## src/rtl/fft8_out_serializer_pkg.sv

```systemverilog
// Shared constants and FSM encoding for the 8-point FFT output serializer.
package fft8_out_serializer_pkg;
    localparam int FFT_N   = 28;
    localparam int FFT_PTS = 8;
    localparam int FFT_W   = 2 * FFT_N + 8;

    typedef enum logic {
        IDLE  = 1'b0,
        DRAIN = 1'b1
    } fsm_state_t;
endpackage

```

## src/rtl/fft_scale_shr3.sv

```systemverilog
// Optional divide-by-8 of one signed component (arithmetic shift, floor rounding).
module fft_scale_shr3 #(
    parameter int W = 32
) (
    input  logic signed [W-1:0] d,
    input  logic                en,
    output logic signed [W-1:0] q
);
    assign q = en ? (d >>> 3) : d;
endmodule

```

## src/rtl/fft8_out_serializer.sv

```systemverilog
// Captures one 8-bin FFT frame and streams it out bin 0..7 over a valid/ready port.
import fft8_out_serializer_pkg::*;

module fft8_out_serializer #(
    parameter logic [4:0] N = 5'd28
) (
    input  logic                clk,
    input  logic                rst,
    input  logic [2*N+7:0]      x0,
    input  logic [2*N+7:0]      x1,
    input  logic [2*N+7:0]      x2,
    input  logic [2*N+7:0]      x3,
    input  logic [2*N+7:0]      x4,
    input  logic [2*N+7:0]      x5,
    input  logic [2*N+7:0]      x6,
    input  logic [2*N+7:0]      x7,
    input  logic                in_valid,
    input  logic                ifft_scale,
    output logic                stall,
    output logic [2*N+7:0]      out_data,
    output logic [2:0]          out_index,
    output logic                out_valid,
    output logic                out_last,
    input  logic                out_ready,
    output logic [15:0]         frame_cnt
);
    localparam int W  = 2 * N + 8;
    localparam int CW = N + 4;

    fsm_state_t state, state_nxt;
    logic [FFT_PTS-1:0][W-1:0] xin, xsc, frame_buf;
    logic [2:0]   idx_nxt;
    logic         vld_nxt, last_nxt;
    logic [W-1:0] data_nxt;
    logic [15:0]  cnt_q;
    logic         advance, accept_last, capture;

    assign xin = {x7, x6, x5, x4, x3, x2, x1, x0};

    for (genvar k = 0; k < FFT_PTS; k++) begin : g_scale
        fft_scale_shr3 #(.W(CW)) u_re (
            .d (xin[k][W-1:CW]),
            .en(ifft_scale),
            .q (xsc[k][W-1:CW])
        );
        fft_scale_shr3 #(.W(CW)) u_im (
            .d (xin[k][CW-1:0]),
            .en(ifft_scale),
            .q (xsc[k][CW-1:0])
        );
    end

    assign advance     = out_valid && out_ready;
    assign accept_last = advance && out_last;
    assign stall       = (state == DRAIN) && !accept_last;
    assign capture     = in_valid && !stall;
    assign frame_cnt   = cnt_q;

    always_comb begin
        state_nxt = state;
        idx_nxt   = out_index;
        data_nxt  = out_data;
        case (state)
            IDLE:    if (capture) state_nxt = DRAIN;
            DRAIN:   if (accept_last && !capture) state_nxt = IDLE;
            default: state_nxt = IDLE;
        endcase
        vld_nxt = (state_nxt == DRAIN);
        // The first beat of a new frame comes straight from the scaled inputs,
        // since the buffer is only written at this same edge.
        if (capture) begin
            idx_nxt  = '0;
            data_nxt = xsc[0];
        end else if (advance) begin
            idx_nxt = out_index + 3'd1;
            if (vld_nxt) data_nxt = frame_buf[idx_nxt];
        end
        last_nxt = vld_nxt && (idx_nxt == 3'd7);
    end

    always_ff @(posedge clk or posedge rst) begin
        if (rst) begin
            state     <= IDLE;
            out_valid <= 1'b0;
            out_last  <= 1'b0;
            out_index <= '0;
            out_data  <= '0;
            cnt_q     <= '0;
        end else begin
            state     <= state_nxt;
            out_valid <= vld_nxt;
            out_last  <= last_nxt;
            out_index <= idx_nxt;
            out_data  <= data_nxt;
            if (accept_last) cnt_q <= cnt_q + 16'd1;
        end
    end

    always_ff @(posedge clk) begin
        if (capture) frame_buf <= xsc;
    end
endmodule

```

## config.mk

```make
export PLATFORM = sky130hd
export DESIGN_NAME = fft8_out_serializer
export DESIGN_NICKNAME = d
export VERILOG_FILES = /design/src/rtl/fft8_out_serializer_pkg.sv /design/src/rtl/fft_scale_shr3.sv /design/src/rtl/fft8_out_serializer.sv
export SDC_FILE = /design/constraint.sdc
export NUM_CORES = 1
export LEC_CHECK = 0
export ABC_CLOCK_PERIOD_IN_PS = 15780
export CORE_UTILIZATION = 45
export DETAILED_ROUTE_END_ITERATION = 8
export DONT_BUFFER_PORTS = 1
export PLACE_DENSITY = 0.64
export REMOVE_ABC_BUFFERS = 1
export SYNTH_ARGS = -nofsm -noshare
export SYNTH_HDL_FRONTEND = slang
export SYNTH_SLANG_ARGS = --single-unit
```

## constraint.sdc

```tcl
create_clock -name clk -period 15.78 [get_ports clk]
set_input_delay 2.367 -clock clk [delete_from_list [all_inputs] [get_ports clk]]
set_output_delay 2.367 -clock clk [all_outputs]
set_load 0.02 [all_outputs]
```

# Word-level counts from Yosys, hierarchy flattened
# Index checks and enable logic that the tools add are counted.
dict set report totals {
  out_inout_bits 86
  inputBits 517
  regBits 597
  elab_cells 56
}
dict set report op_classes {
  mux 26
  bitwise_logic 1
  addsub 2
  n_eq_ne 1
  reduce_logical 12
  n_lt_le_gt_ge 1
}
# cell count
set ops {}
lappend ops {{2-to-1 mux 31 bit} 16}
lappend ops {{2-to-1 mux 64 bit} 4}
lappend ops {{binary-select mux 64 bit (select 3 bit)} 1}
lappend ops {{adder 16 x 1 -> 16 bit, second input constant} 1}
lappend ops {{logical AND 1 bit} 6}
lappend ops {{2-to-1 mux 3 bit} 2}
lappend ops {{< comparator 3 x 4 -> 1 bit, second input constant} 1}
lappend ops {{nonzero test 2 bit} 2}
lappend ops {{adder 3 x 1 -> 3 bit, second input constant} 1}
lappend ops {{== test 3 bit, second input constant} 1}
lappend ops {{zero test 1 bit} 3}
lappend ops {{2-to-1 mux 1 bit} 2}
lappend ops {{one-hot mux 1 bit (2 select lines)} 1}
lappend ops {{AND reduction 2 bit} 1}
lappend ops {{inverter 1 bit} 1}

# Logic depth before layout (Yosys ltp)
dict set report depth {
  ltp_word 13
  depth_mapped 8
  mapped_depth_nobuf 5
}

# By module
# A second synthesis with hierarchy kept.
dict set report hier_totals {
  hier_cells 1967
  hier_area_um2 30115.1
}
# mod seq_area_each_um2 cells_each area_each_um2 instances
set by_module_without_submodules {}
lappend by_module_without_submodules {fft8_out_serializer 17501.8 1407 23869.1 1}
lappend by_module_without_submodules {fft_scale_shr3 0.0 35 390.4 16}

# Least setup slack after synthesis
# Ideal clock, no wire load.
dict set report synth_timing {
  kind {input-to-reg}
  startpoint {input out_ready}
  endpoint {register frame_buf[0] (netlist bit), enable pin}
  setup_ns 1.075
  cell_stages 5
  required_time_ns 14.705
  path_slack_ns -2.243
  n_path_buf 3
  t_arrival_ns 16.948
  path_cell_list {buf_4 -> a21boi_1 -> nor2b_1 -> clkbuf_1 -> clkbuf_1}
}
dict set report synth_between {
  elab_chain_len 6
}
# element line_no
set synth_lines {}
lappend synth_lines {{from (decl)} fft8_out_serializer.sv:24} ;# input logic out_ready,
lappend synth_lines {{logical AND 1 bit} fft8_out_serializer.sv:53} ;# assign advance = out_valid && out_ready;
lappend synth_lines {{logical AND 1 bit} fft8_out_serializer.sv:54} ;# assign accept_last = advance && out_last;
lappend synth_lines {{zero test 1 bit} fft8_out_serializer.sv:55} ;# assign stall = (state == DRAIN) && !accept_last;
lappend synth_lines {{logical AND 1 bit} fft8_out_serializer.sv:55}
lappend synth_lines {{net stall} fft8_out_serializer.sv:19} ;# output logic stall,
lappend synth_lines {{zero test 1 bit} fft8_out_serializer.sv:56} ;# assign capture = in_valid && !stall;
lappend synth_lines {{logical AND 1 bit} fft8_out_serializer.sv:56}
lappend synth_lines {{net capture} fft8_out_serializer.sv:36} ;# logic advance, accept_last, capture;
lappend synth_lines {{to (signal assigned)} fft8_out_serializer.sv:100} ;# if (capture) frame_buf <= xsc;
lappend synth_lines {{to (decl)} fft8_out_serializer.sv:31} ;# logic [FFT_PTS-1:0][W-1:0] xin, xsc, frame_buf;
# The timed path passes the listed nets, and every way through them passes these cells.
# A chain may end at the register's enable or synchronous reset.

# Worst setup path after layout
dict set report layout_timing {
  startpoint {input out_ready}
  endpoint {register frame_buf[327] (netlist bit), enable pin}
}
dict set report layout_between {
  elab_chain_len 6
}
# element line_no
set layout_lines {}
lappend layout_lines {{logical AND 1 bit} fft8_out_serializer.sv:53}
lappend layout_lines {{logical AND 1 bit} fft8_out_serializer.sv:54}
lappend layout_lines {{zero test 1 bit} fft8_out_serializer.sv:55}
lappend layout_lines {{logical AND 1 bit} fft8_out_serializer.sv:55}
lappend layout_lines {{zero test 1 bit} fft8_out_serializer.sv:56}
lappend layout_lines {{logical AND 1 bit} fft8_out_serializer.sv:56}
# No other way between the ends.

==> metrics.yaml <==
dpl.hpwl_mm: 49.2
fp.dieH_um: 253
syn_area_per_cell_um2: 17.0
hold_ws_ns: 0.622
pwr-share-seq_pct: 42.6
nets: 2152
cts_buffers: 67
timing.slew.headroom_pct: -82.9
syn_to_final_growth_pct: 10.3
layout_common_cells: "edfxtp_1 (512), mux2_2 (445), mux4_2 (126)"
finalSetupTns_ns: 0
clk_latency_ns: 0.60
synth_cells: 1666
cts.clk_slew.worst_paths_ns: 0.06
critPathRequiredTime_ns: 16.00
critPathSlowestCell: "buf_4"
die_w_um: 253
drtAntennaViolNets: 0
swShare_pct: 31.3
layout_commonest_cell: "edfxtp_1"
pwr-share-clk_pct: 29.0
multiInputGateArea_um2: 10200
finalCritPeriodShare_pct: 35.3
yosysSeqAreaShare_pct: 61.7
diodes: 0
grt_pass1_wl_mm: 104
cts_setup_buffers: 0
initial_core_util_pct: 45.8
ys_types: 37
post-route-min-period_ns: 5.57
power-per-cell-area_nw_per_um2: 174
synth_top_area_share_pct: 54.2
synthTopCellsByArea: "edfxtp_1 (54%), mux2_2 (18%), mux4_2 (10%), dfrtp_1 (7.5%), mux2i_1 (2.3%)"
slew_viol_final: 297
slowest_delay_ns: 1.01
drt_first_pass_iters: 5
power_switching_mw: 1.70
power.leakage_nw: 10.5
synthArstFlopShare_pct: 14.2
hold_class: "reg -> reg"
vdd_ir_drop_max_uv: 150
rsz0062_at_grt: "no"
ctsHoldBuffers: 0
fmax_ghz: 0.179
tightestPinTransition_ns: 2.74
synth_ff_type: "edfxtp_1"
grt_pass1_vias: 16200
fillers: 5210
arrival_ns: 5.79
vias_per_cell: 5.92
setup_viol_count_final: 0
crit_buf_inv: 3
seqCellArea_um2: 17500
path_cells: "a21boi_1, nor2b_4, buf_4, buf_4, buf_4"
synth_edf_count: 512
grt_max_degree: 513
regToRegSetupSlack_ns: 11.27
p_int_mw: 3.74
gr-total-overflow: 0
num_rows: 91
outcome: "finished with violations"
gp_congestion: 0.834
crit_family: "buffers and inverters"
clock-sinks: 597
cts_resized: 0
drc_errors: 0
yosys_warnings: 0
crit_fanout: 96
hold_violations: 0
wl_per_cell_um: 28.6
combPwrFrac_pct: 28.4
yosys.area.top_type: "edfxtp_1"
cap_viol_max_count: 0
ys_seq_elements: 597
antenna_found_initial: 5
grt_use_total_pct: 22.2
end_kind: "flip-flop"
wirelength_mm: 72.0
clk_path_buf_depth: 3
cts_tree: "yes"
skew_ns: 0.0266
die_area_um2: 64000
start_kind: "input pin"
core_area_um2: 61900
worstSetupPathType: "in -> reg"
ioPinCount: 603
netlist_area_um2: 28400
root_buffer: "clkbuf_16"
io_buffers: 0
final_layout_size_suffix_gt1_share_pct: 41.4
cts_htree_levels: 3
cpMostUsedCell: "buf_4"
violations: "max-slew violations"
first_iter_violations: 1100
vias: 14900
kinds of logic (layout without fill, tap and decap cells):
group	count (synthesis)	after routing	share of synthesized area (%)
flip-flops	597	597	61.7
adder cells (fa/ha/maj)	2	2	0.0882
XOR/XNOR	18	18	0.582
AO/OA/AOI/OAI	182	182	3.85
buffers and inverters	168	185	2.53
multiplexers	641	641	30.2
AND/OR/NAND/NOR	58	58	1.05
synthesized netlist by cell type, types with 2 or more instances:
cell type / n
nand3_1: 5
a21o_1: 2
nor2b_1: 5
buf_1: 7
mux2i_1: 64
mux2_1: 6
edfxtp_1: 512
nor3_2: 2
clkbuf_1: 42
nand4b_1: 2
o31ai_1: 2
dfrtp_1: 85
mux4_2: 126
inv_1: 51
nand4_1: 5
xnor2_1: 9
buf_2: 67
ha_1: 2
o21ai_1: 62
o21ai_0: 48
nand2_1: 24
nor3_1: 3
mux2_2: 445
nor2_1: 6
a21oi_1: 2
xor2_1: 8
a22oi_1: 64
layout make-up:
cell class                      instances  share of cell area, %
Timing Repair Buffer                   15                  0.400
Clock inverter                         24                   1.00
Inverter                               51                  0.620
Clock buffer                           95                   6.12
Tap cell                              837                   3.35
Multi-Input combinational cell        901                   32.5
Sequential cell                       597                   56.0
worst paths after layout:
| path | start | to | cells past startpoint |
|---|---|---|---|
| min in group asynchronous | rst | out_data[5] | 1 |
| min reg2reg | frame_cnt[15] | frame_cnt[15] | 1 |
| max reg2reg | out_last | frame_buf[327] | 5 |
| max in group asynchronous | rst | out_index[0] | 2 |
| max | out_ready | frame_buf[327] | 5 |
| min | frame_cnt[15] | frame_cnt[15] | 1 |
power groups by stage:
| stage | Clock, mW | Combinational [mW] | Sequential (mW) |
|---|---|---|---|
| after global routing | 1.67 | 1.66 | 2.34 |
| after floorplan | 0 | 1.35 | 2.51 |
| after global placement | 0 | 1.53 | 2.34 |
| after CTS | 1.61 | 1.57 | 2.32 |
| final | 1.58 | 1.55 | 2.32 |
| after detailed placement | 0 | 1.56 | 2.35 |
sequential cells by signal (all words and copies together), names as in the netlist:
register,cells
frame_cnt,16
state,1
out_index,3
out_last,1
frame_buf,512
out_data,64
metal layers:
metal  share of wire (%)  routed length, um  GRT usage (%)  vias up
li1                    -                  -              -     6560
met1                  35              25500           24.6     7661
met2                  49              35500           36.8      555
met3                  12               8630           10.8      135
met4                 3.1               2260           8.05       10
met5               0.094                 68              0        -
stage by stage:
step / area [um^2] / utilization [%] / power, mW / instances / setup slack (ns)
global placement: 29000 / 46.9 / 3.87 / 2401 / 9.75
CTS: 31300 / 50.5 / 5.50 / 2520 / 10.23
detailed placement: 29000 / 46.9 / 3.91 / 2401 / 9.60
finish: 31300 / 50.5 / 5.44 / 2520 / 10.21
global route: 31300 / 50.5 / 5.68 / 2520 / 9.89
floorplan: 27800 / - / 3.86 / 1549 / -12.70
No activity file was read; power rests on OpenSTA's default activity.
